`src/rtl/ni_pkg.sv`:
```
// Shared types and the 1-of-4 dual-rail encoder for the NI transmitter.
package ni_pkg;

  // Widest flit the encoder handles; each rail carries up to NI_MAX_SCN digits.
  localparam int unsigned NI_MAX_DW  = 64;
  localparam int unsigned NI_MAX_SCN = NI_MAX_DW / 2;

  // Handshake FSM states.
  typedef enum logic [1:0] {
    IDLE = 2'd0,
    SEND = 2'd1,
    RTZ  = 2'd2
  } state_e;

  // Kind of token currently on (or last on) the rails.
  typedef enum logic [1:0] {
    HEAD = 2'd0,
    DATA = 2'd1,
    EOF  = 2'd2
  } tok_e;

  // Binary to 1-of-4: digit j = bin[2j+1:2j]; value v sets bit j of rail v.
  // Result is {rail3, rail2, rail1, rail0}, each NI_MAX_SCN wide.
  // Digits at or above scn are left all-zero.
  function automatic logic [4*NI_MAX_SCN-1:0] enc_1of4(
    input logic [NI_MAX_DW-1:0] bin,
    input int unsigned          scn
  );
    logic [4*NI_MAX_SCN-1:0] rails;
    rails = '0;
    for (int unsigned j = 0; j < NI_MAX_SCN; j++) begin
      if (j < scn) begin
        case (bin[2*j +: 2])
          2'd0:    rails[j]                = 1'b1;
          2'd1:    rails[NI_MAX_SCN + j]   = 1'b1;
          2'd2:    rails[2*NI_MAX_SCN + j] = 1'b1;
          default: rails[3*NI_MAX_SCN + j] = 1'b1;
        endcase
      end
    end
    return rails;
  endfunction

endpackage

```
`src/rtl/ni_sync.sv`:
```
// Multi-flop synchroniser for a single asynchronous level; clears to 0 on reset.
module ni_sync #(
  parameter int SYNC = 2
) (
  input  logic clk,
  input  logic rst,
  input  logic d_i,
  output logic q_o
);

  logic [SYNC-1:0] ff_q;

  // Shift the asynchronous level through SYNC flops.
  always_ff @(posedge clk or posedge rst) begin
    if (rst) begin
      ff_q <= '0;
    end else begin
      ff_q <= {ff_q[SYNC-2:0], d_i};
    end
  end

  assign q_o = ff_q[SYNC-1];

endmodule

```
`src/rtl/ni_tx.sv`:
```
// Synchronous-to-asynchronous NI transmitter: buffers binary flits and sends
// them as 1-of-4 dual-rail tokens with a four-phase RTZ handshake, adding an
// EOF token after every tail flit.
// Optional feature macro: NI_TX_HDR_EN (adds dst_x/dst_y and a generated head token).
module ni_tx
  import ni_pkg::*;
#(
  parameter int DW   = 16,
  parameter int SCN  = DW / 2,
  parameter int FD   = 4,
  parameter int SYNC = 2
) (
  input  logic           clk,
  input  logic           rst,
  input  logic           in_vld,
  output logic           in_rdy,
  input  logic [DW-1:0]  in_data,
  input  logic           in_last,
`ifdef NI_TX_HDR_EN
  input  logic [3:0]     dst_x,
  input  logic [3:0]     dst_y,
`endif
  output logic [SCN-1:0] o0,
  output logic [SCN-1:0] o1,
  output logic [SCN-1:0] o2,
  output logic [SCN-1:0] o3,
  output logic           o4,
  input  logic           ia,
  output logic           busy
);

  localparam int AW = $clog2(FD);
  localparam int SW = $clog2(SYNC + 1);
`ifdef NI_TX_HDR_EN
  localparam int EW = DW + 9;   // {dst_y, dst_x, last, data}
`else
  localparam int EW = DW + 1;   // {last, data}
`endif
  localparam logic [AW:0]   PTR_ONE = {{AW{1'b0}}, 1'b1};
  localparam logic [SW-1:0] SET_ONE = {{(SW-1){1'b0}}, 1'b1};
  localparam logic [SW-1:0] SETTLE  = SW'(SYNC);

  // ---------------- input FIFO ----------------
  logic [EW-1:0] mem [FD];
  logic [AW:0]   wr_q, rd_q;
  logic          ready_q;
  logic          empty, full, wr_en, pop;
  logic [EW-1:0] wr_entry, rd_entry;
  logic          rd_last;

  assign empty  = (wr_q == rd_q);
  assign full   = (wr_q[AW] != rd_q[AW]) && (wr_q[AW-1:0] == rd_q[AW-1:0]);
  assign in_rdy = ready_q & ~full;
  assign wr_en  = in_vld & in_rdy;

`ifdef NI_TX_HDR_EN
  assign wr_entry = {dst_y, dst_x, in_last, in_data};
`else
  assign wr_entry = {in_last, in_data};
`endif

  // FIFO storage; the head entry feeds the rail registers, so the read is
  // registered at the output flops.
  always_ff @(posedge clk) begin
    if (wr_en) begin
      mem[wr_q[AW-1:0]] <= wr_entry;
    end
  end

  assign rd_entry = mem[rd_q[AW-1:0]];
  assign rd_last  = rd_entry[DW];

  // ---------------- acknowledge synchroniser ----------------
  logic ia_s;

  ni_sync #(.SYNC(SYNC)) u_ia_sync (
    .clk (clk),
    .rst (rst),
    .d_i (ia),
    .q_o (ia_s)
  );

  // After reset the synchroniser reads 0 regardless of ia; hold off the FSM
  // until it has had SYNC cycles to reflect the real level.
  logic [SW-1:0] settle_q;
  logic          armed;
  assign armed = (settle_q == SETTLE);

  // FIFO pointers, write-ready flag and post-reset settle counter.
  always_ff @(posedge clk or posedge rst) begin
    if (rst) begin
      wr_q     <= '0;
      rd_q     <= '0;
      ready_q  <= 1'b0;
      settle_q <= '0;
    end else begin
      ready_q <= 1'b1;
      if (wr_en) wr_q <= wr_q + PTR_ONE;
      if (pop)   rd_q <= rd_q + PTR_ONE;
      if (settle_q != SETTLE) settle_q <= settle_q + SET_ONE;
    end
  end

  // ---------------- encoders ----------------
  logic [NI_MAX_DW-1:0]    ext_data;
  logic [4*NI_MAX_SCN-1:0] enc_data;
`ifdef NI_TX_HDR_EN
  logic [NI_MAX_DW-1:0]    ext_head;
  logic [4*NI_MAX_SCN-1:0] enc_head;
`endif
  logic                    unused_enc;

  // Zero-extend the FIFO head (and destination) to the encoder width.
  always_comb begin
    ext_data           = '0;
    ext_data[DW-1:0]   = rd_entry[DW-1:0];
`ifdef NI_TX_HDR_EN
    ext_head           = '0;
    ext_head[7:0]      = rd_entry[DW+8:DW+1];
`endif
  end

  assign enc_data = enc_1of4(ext_data, SCN);
`ifdef NI_TX_HDR_EN
  assign enc_head = enc_1of4(ext_head, SCN);
  assign unused_enc = ^{enc_data, enc_head};
`else
  assign unused_enc = ^enc_data;
`endif

  // ---------------- handshake FSM ----------------
  state_e         state_q, state_d;
  tok_e           tok_q, tok_d;
  logic           eof_pend_q, eof_pend_d;
  logic           busy_q, busy_d;
  logic [SCN-1:0] o0_q, o0_d, o1_q, o1_d, o2_q, o2_d, o3_q, o3_d;
  logic           o4_q, o4_d;
  logic           tok_avail, launch;
`ifdef NI_TX_HDR_EN
  logic           head_done_q, head_done_d;
`endif

  // A pending EOF always counts as available so it goes out before the next frame.
  assign tok_avail = eof_pend_q | ~empty;

  // Next state, token choice (EOF > HEAD > DATA) and next rail values.
  always_comb begin
    state_d    = state_q;
    tok_d      = tok_q;
    eof_pend_d = eof_pend_q;
    busy_d     = busy_q;
    o0_d       = o0_q;
    o1_d       = o1_q;
    o2_d       = o2_q;
    o3_d       = o3_q;
    o4_d       = o4_q;
    pop        = 1'b0;
    launch     = 1'b0;
`ifdef NI_TX_HDR_EN
    head_done_d = head_done_q;
`endif

    case (state_q)
      IDLE: begin
        if (armed && !ia_s && tok_avail) launch = 1'b1;
      end
      SEND: begin
        if (ia_s) begin
          state_d = RTZ;
          o0_d = '0; o1_d = '0; o2_d = '0; o3_d = '0; o4_d = 1'b0;
        end
      end
      RTZ: begin
        if (!ia_s) begin
          // End of the EOF handshake closes the frame; a token issued in the
          // same cycle reopens busy for the next frame.
          if (tok_q == EOF) busy_d = 1'b0;
          if (tok_avail) launch = 1'b1;
          else           state_d = IDLE;
        end
      end
      default: begin
        state_d = IDLE;
        o0_d = '0; o1_d = '0; o2_d = '0; o3_d = '0; o4_d = 1'b0;
      end
    endcase

    if (launch) begin
      state_d = SEND;
      busy_d  = 1'b1;
      if (eof_pend_q) begin
        tok_d      = EOF;
        eof_pend_d = 1'b0;
        o0_d = '0; o1_d = '0; o2_d = '0; o3_d = '0;
        o4_d = 1'b1;
      end
`ifdef NI_TX_HDR_EN
      else if (!head_done_q) begin
        tok_d       = HEAD;
        head_done_d = 1'b1;
        o0_d = enc_head[0            +: SCN];
        o1_d = enc_head[NI_MAX_SCN   +: SCN];
        o2_d = enc_head[2*NI_MAX_SCN +: SCN];
        o3_d = enc_head[3*NI_MAX_SCN +: SCN];
        o4_d = 1'b0;
      end
`endif
      else begin
        tok_d      = DATA;
        pop        = 1'b1;
        eof_pend_d = rd_last;
`ifdef NI_TX_HDR_EN
        if (rd_last) head_done_d = 1'b0;
`endif
        o0_d = enc_data[0            +: SCN];
        o1_d = enc_data[NI_MAX_SCN   +: SCN];
        o2_d = enc_data[2*NI_MAX_SCN +: SCN];
        o3_d = enc_data[3*NI_MAX_SCN +: SCN];
        o4_d = 1'b0;
      end
    end
  end

  // FSM state, token bookkeeping and the rail/busy output flops.
  always_ff @(posedge clk or posedge rst) begin
    if (rst) begin
      state_q    <= IDLE;
      tok_q      <= DATA;
      eof_pend_q <= 1'b0;
      busy_q     <= 1'b0;
      o0_q       <= '0;
      o1_q       <= '0;
      o2_q       <= '0;
      o3_q       <= '0;
      o4_q       <= 1'b0;
`ifdef NI_TX_HDR_EN
      head_done_q <= 1'b0;
`endif
    end else begin
      state_q    <= state_d;
      tok_q      <= tok_d;
      eof_pend_q <= eof_pend_d;
      busy_q     <= busy_d;
      o0_q       <= o0_d;
      o1_q       <= o1_d;
      o2_q       <= o2_d;
      o3_q       <= o3_d;
      o4_q       <= o4_d;
`ifdef NI_TX_HDR_EN
      head_done_q <= head_done_d;
`endif
    end
  end

  assign o0   = o0_q;
  assign o1   = o1_q;
  assign o2   = o2_q;
  assign o3   = o3_q;
  assign o4   = o4_q;
  assign busy = busy_q;

endmodule

```
`config.mk`:
```
export PLATFORM = sky130hd
export DESIGN_NAME = ni_tx
export DESIGN_NICKNAME = d
export VERILOG_FILES = /design/src/rtl/ni_pkg.sv /design/src/rtl/ni_sync.sv /design/src/rtl/ni_tx.sv
export SDC_FILE = /design/constraint.sdc
export NUM_CORES = 1
export LEC_CHECK = 0
export CORE_MARGIN = 10
export CORE_UTILIZATION = 50
export DETAILED_ROUTE_END_ITERATION = 6
export PLACE_DENSITY = 0.83
export SYNTH_ARGS = -nofsm -noshare
export SYNTH_HDL_FRONTEND = slang
export SYNTH_SLANG_ARGS = --single-unit
```
`constraint.sdc`:
```
create_clock -name clk -period 1.7 [get_ports clk]
set_input_delay 0.51 -clock clk [delete_from_list [all_inputs] [get_ports clk]]
set_output_delay 0.51 -clock clk [all_outputs]
set_load 0.01 [all_outputs]
```
Word level (Yosys, flattened, before mapping). Memory sizes are Yosys's and may differ from the RTL's. Cells that the tools add are included.

Flip-flop bits (word level): 50. RAM bits: 68. Bits of input ports: 21. Word-level logic and storage cells: 145. Memories: 1.

Memories: mem (words 4, width 17, rd ports 1, clocked after Yosys merged registers in 0, wr ports 1, line ni_tx.sv:44) `logic [EW-1:0] mem [FD];`.

Add/sub/neg operators: 3. Eq/ne operators: 30. Muxes and demuxes: 65. Bitwise gates (word level): 5. Reduce and logical (&&, ||, !) cells: 27.

Operator list (number): $mux W8 (9); $mux W1 (47); $reduce_or A3 Y1 (8); $eq A2 B2 Y1 const B (11); $eq A2 B1 Y1 const B (9); $logic_not A2 Y1 (9); $pmux W8 S2 (1); $mux W2 (5); $add A3 B1 Y3 const B (2); $ne A2 B2 Y1 const B (3); $ne A3 B3 Y1 const B (2); $pmux W2 S3 (1); $pmux W1 S2 (2); $reduce_and A4 Y1 (1); $reduce_bool A2 Y1 (2); $eq A3 B3 Y1 (1); $logic_and A1 B1 Y1 (3); $ne A3 B2 Y1 const B (1); $reduce_and A3 Y1 (1); $add A2 B1 Y2 const B (1); $and A1 B1 Y1 (2); $eq A2 B2 Y1 (1); $ne A2 B1 Y1 const B (1); $not A1 Y1 (2); 5 further kinds (5).

Longest topological paths before layout. Gate-level depths: netlist (run 1).

Depth after elaboration: 8. Depth in mapped cells: 8. Mapped depth without buffers: 6.

Modules after synthesis. From an unflattened synthesis (run 1), not the netlist that was laid out.

Cells, all modules: 250. Area, all modules: 4642.0 um^2.

Modules (own cells, without submodules): ni_tx (instances 1, cells each 247, area each 4588.2 um^2, sequential area each 3244.4 um^2); ni_sync (instances 1, cells each 3, area each 53.8 um^2, sequential area each 50.0 um^2).

Least setup slack after synthesis (run 1). Ideal clock, no wire load.

Path kind: register to register. From: register rd_q[0]. To: memory mem[0][0] (netlist bit), enable pin. Data arrival time: 1513 ps. Setup slack: -188 ps. Stages on the path, launching flop included: 6. Buffers on the path: 1. Cell sequence: dfrtp_1 -> buf_6 -> xnor2_2 -> nand3_1 -> and2_1 -> and3_1.

Cells in the longest elaborated chain, start to end: 7.

RTL lines: start, declared (line ni_tx.sv:45) `logic [AW:0] wr_q, rd_q;`; start signal, assigned (line ni_tx.sv:99) `if (pop) rd_q <= rd_q + PTR_ONE;`; $eq A2 B2 Y1 (line ni_tx.sv:52) `assign full = (wr_q[AW] != rd_q[AW]) && (wr_q[AW-1:0] == rd_q[AW-1:0]);`; $logic_and A1 B1 Y1 (line ni_tx.sv:52); $not A1 Y1 (line ni_tx.sv:53) `assign in_rdy = ready_q & ~full;`; $and A1 B1 Y1 (line ni_tx.sv:53); named net in_rdy (line ni_tx.sv:16) `output logic in_rdy,`; $and A1 B1 Y1 (line ni_tx.sv:54) `assign wr_en = in_vld & in_rdy;`; $mux W1 (line ni_tx.sv:65) `if (wr_en) begin`; $mux W1 (not written as such) (line ni_tx.sv:66) `mem[wr_q[AW-1:0]] <= wr_entry;`; end, declared (line ni_tx.sv:44).

The timed path passes the listed nets, and every way through them passes these cells.

Final worst setup path (run 1).
From: register wr_q[0]. To: output in_rdy.

Cells in the longest elaborated chain, start to end: 4.

RTL lines: start, declared (line ni_tx.sv:45); start signal, assigned (line ni_tx.sv:98) `if (wr_en) wr_q <= wr_q + PTR_ONE;`; $eq A2 B2 Y1 (line ni_tx.sv:52); $logic_and A1 B1 Y1 (line ni_tx.sv:52); $not A1 Y1 (line ni_tx.sv:53); $and A1 B1 Y1 (line ni_tx.sv:53); end, declared (line ni_tx.sv:16).

No other way between the ends.

==> run metrics, run 1 <==
worst hold slack=0.336 ns; peak supply drop=0.00103 V; number of synthesis warnings=0; die outline area=0.0136 mm2; flops & latches, synth=118; area share of the leading cell type in the synthesized netlist=43.8%; initial core utilization=50.9%; Final Hold Fails=0; average wire per standard cell=23.1 um; largest fanout of any net on the critical path=2; worst slack after detailed placement=-0.191 ns; outcome=complete, but fails checks; insertion delay of the later-clocked pin in the worst-skew pair=0.52 ns; worst reg-to-reg path cell count=7; I/O Pins=56; detailed placement HPWL=5920 um; cells along the critical path=xnor2_2 > nand3_2 > and2_4 > buf_6; Bufs and invs on worst path=1; first-pass GRT wire length=15400 um; syn nets=276; overall overflow remaining after global route=0; H-tree depth=4; Crit Path Category=reg -> out; CTS Root Cell=sky130_fd_sc_hd__clkbuf_8; leakage power of the design=0.00254 uW; clock skew=0.00949 ns; Arr. time, crit path=1.52 ns; via count normalized by instance count=5.80; HP Class=in -> async; number of core rows=35; max-slew violation total from the final report=0; total core area=0.00915 mm2; area delta synth->final=34.3%; startpoint type of the worst setup path=register; drc violations=0; minimum clock period after layout=2.03 ns; top achievable clock speed=493 MHz; area of the multi-input gates=0.00119 mm2; top cell family by delay on the critical path=flip-flops; overall routed net length=11000 um; number of buffers between clock root and the deepest sink=2; NumNets Final=377; Cell Area, Synth=0.00466 mm2; Final GP Congestion=0.766; clock-pin slew on the worst setup and hold paths=0.06 ns; via total after detailed routing=2747; Seq. cell area=0.00329 mm2; end-of-flow core utilization=68.4%; Finished Layout Cells=474; main area contributors after synthesis=sky130_fd_sc_hd__edfxtp_1, sky130_fd_sc_hd__dfrtp_1, sky130_fd_sc_hd__mux4_1; fraction of final layout cells sized beyond drive strength 1=34.2%; RSZ-0062 raised after global routing=yes; Filler Cell Count=581; share of the cycle needed by the critical path after routing=119%; number of maximum-capacitance violations=0; Max stage delay on crit path=0.41 ns; CTS Hold Buffers Added=0; type of destination of the critical path=primary output; total number of cells along the worst setup path=4; antenna violations before repair=1; length of the first detailed-routing pass in iterations=4; count of final setup violators=34; TritonCTS sink count=118; Mean Syn Cell Area=18.7 um2; die boundary height=117 um; Post-Syn Instances=249; count of distinct cell types in the synthesized netlist=33; largest net degree at the start of global routing=30; most common cell after layout, fill and taps aside=sky130_fd_sc_hd__edfxtp_1; largest area contributor in the synthesized netlist=sky130_fd_sc_hd__edfxtp_1; finished layout cell area=0.00626 mm2; number of global-route vias before repair=2787; placed instance area=0.00553 mm2; antenna-violating nets left=0; antenna cell count=0; cell with the biggest individual delay on the critical path=sky130_fd_sc_hd__dfrtp_1; total instance count after detailed placement=425; power density relative to cell area=2000 mW/mm2; Die Wd=117 um; PnR worst setup slack=-0.330 ns; failing checks=negative setup slack; CTS Buf Count=17; most frequent cells in the layout=sky130_fd_sc_hd__edfxtp_1, sky130_fd_sc_hd__dfrtp_1, sky130_fd_sc_hd__a32o_1; CTS tree=done; I/O Buffers=55; data required time at the worst endpoint=1.19 ns; GRT Resource Usage Total=15.3%; initial detailed-routing violation count=138; sequential cell area fraction in the yosys report=70.7%
## cells in the mapped netlist
master / instances
sky130_fd_sc_hd__a21oi_4: 1
sky130_fd_sc_hd__xor2_1: 4
sky130_fd_sc_hd__xnor2_2: 2
sky130_fd_sc_hd__nor3_4: 1
sky130_fd_sc_hd__buf_4: 1
sky130_fd_sc_hd__mux2i_1: 1
sky130_fd_sc_hd__a32o_1: 32
sky130_fd_sc_hd__nand2_1: 6
sky130_fd_sc_hd__nand4_1: 1
sky130_fd_sc_hd__nand3_1: 4
sky130_fd_sc_hd__edfxtp_1: 68
sky130_fd_sc_hd__a21o_1: 1
sky130_fd_sc_hd__and2_1: 2
sky130_fd_sc_hd__dfstp_2: 1
sky130_fd_sc_hd__nand4b_1: 1
sky130_fd_sc_hd__a21oi_1: 1
sky130_fd_sc_hd__nor2b_1: 1
sky130_fd_sc_hd__and3b_1: 1
sky130_fd_sc_hd__dfrtp_1: 49
sky130_fd_sc_hd__a22o_1: 1
sky130_fd_sc_hd__and4b_1: 1
sky130_fd_sc_hd__buf_6: 9
sky130_fd_sc_hd__nor2_1: 3
sky130_fd_sc_hd__o21ai_0: 1
sky130_fd_sc_hd__and3_1: 3
sky130_fd_sc_hd__mux2_2: 2
sky130_fd_sc_hd__conb_1: 1
sky130_fd_sc_hd__ha_1: 6
sky130_fd_sc_hd__mux4_1: 17
sky130_fd_sc_hd__xnor2_1: 4
sky130_fd_sc_hd__inv_1: 21
sky130_fd_sc_hd__buf_2: 1
sky130_fd_sc_hd__o41ai_1: 1
## flip-flops by register name, indices dropped and copies added, names as in the netlist, 2 cells and up
name,cells
mem,68
o0,8
o1,8
o2,8
o3,8
rd_q,3
settle_q,2
state_q,2
tok_q,2
u_ia_sync.ff_q,2
wr_q,3
## worst reg2reg max path, delay by kind of cell (launching register included)
kind | cells | cell delay [ns]
buffers and inverters | 3 | 0.42
DFF | 1 | 0.42
and+or+nand+nor | 2 | 0.38
muxes | 1 | 0.30
xor gates and xnor gates | 1 | 0.17
## final cells by class
class | instances | share of cell area, %
clock buffer | 17 | 6.62
sequential | 118 | 52.6
inverter | 21 | 1.32
tap | 111 | 2.22
multi-input combinational | 99 | 19.0
timing repair buffer | 93 | 15.3
clock inverter | 15 | 2.88
## repair_timing
action | in CTS | in global routing
buffers inserted | 7 | 9
pin swaps | 5 | 10
resized for setup | 82 | 42
setup endpoints to repair | 68 | 104
cloned | 0 | 5
## metal layers
metal,track usage [%],vias up,routed length (um)
met4,5.93,0,232
li1,-,1188,-
met3,5.70,22,747
met1,18.6,1419,4450
met5,0,-,0
met2,24.2,118,5530
## cell families after synthesis
group	count (synthesis)	synth area share (%)
AND/OR/NAND/NOR	24	3.03
XOR/XNOR	10	2.20
AO/OA/AOI/OAI	38	7.97
flip-flops	118	70.7
adder cells (fa/ha/maj)	6	1.61
buffers and inverters	32	4.13
other	1	0.0805
multiplexers	20	10.3
## path summary, 6_finish.rpt
kind,start,end,slack [ns]
min in group clk,u_ia_sync.ff_q[0],u_ia_sync.ff_q[1],0.34
setup reg to reg,wr_q[1],rd_q[1],-0.10
hold reg to reg,u_ia_sync.ff_q[0],u_ia_sync.ff_q[1],0.34
setup / recovery,wr_q[0],in_rdy,-0.33
max in group asynchronous,rst,o2[0],0.94
hold / removal,rst,o1[7],0.34
## power by group
part | switching [uW] | internal (uW)
Combinational | 2320 | 2430
Clock | 1310 | 2230
Sequential | 428 | 3770
Total | 4060 | 8440
## stage by stage
| stage | setup TNS [ns] | power [uW] |
|---|---|---|
| 2_1_floorplan | -0.185 | 6470 |
| 3_3_place_gp | -3.99 | 7960 |
| 3_5_place_dp | -5.54 | 8140 |
| 4_1_cts | -0.661 | 11700 |
| 5_1_grt | -4.81 | 13100 |
| 6_report | -1.35 | 12500 |
(Power assumes the default switching activity.)
==> inputs of run 2 (changes only) <==
--- a/config.mk
+++ b/config.mk
@@ -7,6 +7,7 @@
 export LEC_CHECK = 0
 export CORE_MARGIN = 10
 export CORE_UTILIZATION = 50
+export CTS_CLUSTER_DIAMETER = 80
 export DETAILED_ROUTE_END_ITERATION = 6
 export PLACE_DENSITY = 0.83
 export SYNTH_ARGS = -nofsm -noshare
==> results of run 2 <==
Final layout, timing and power as in run 1 (identical DEF).
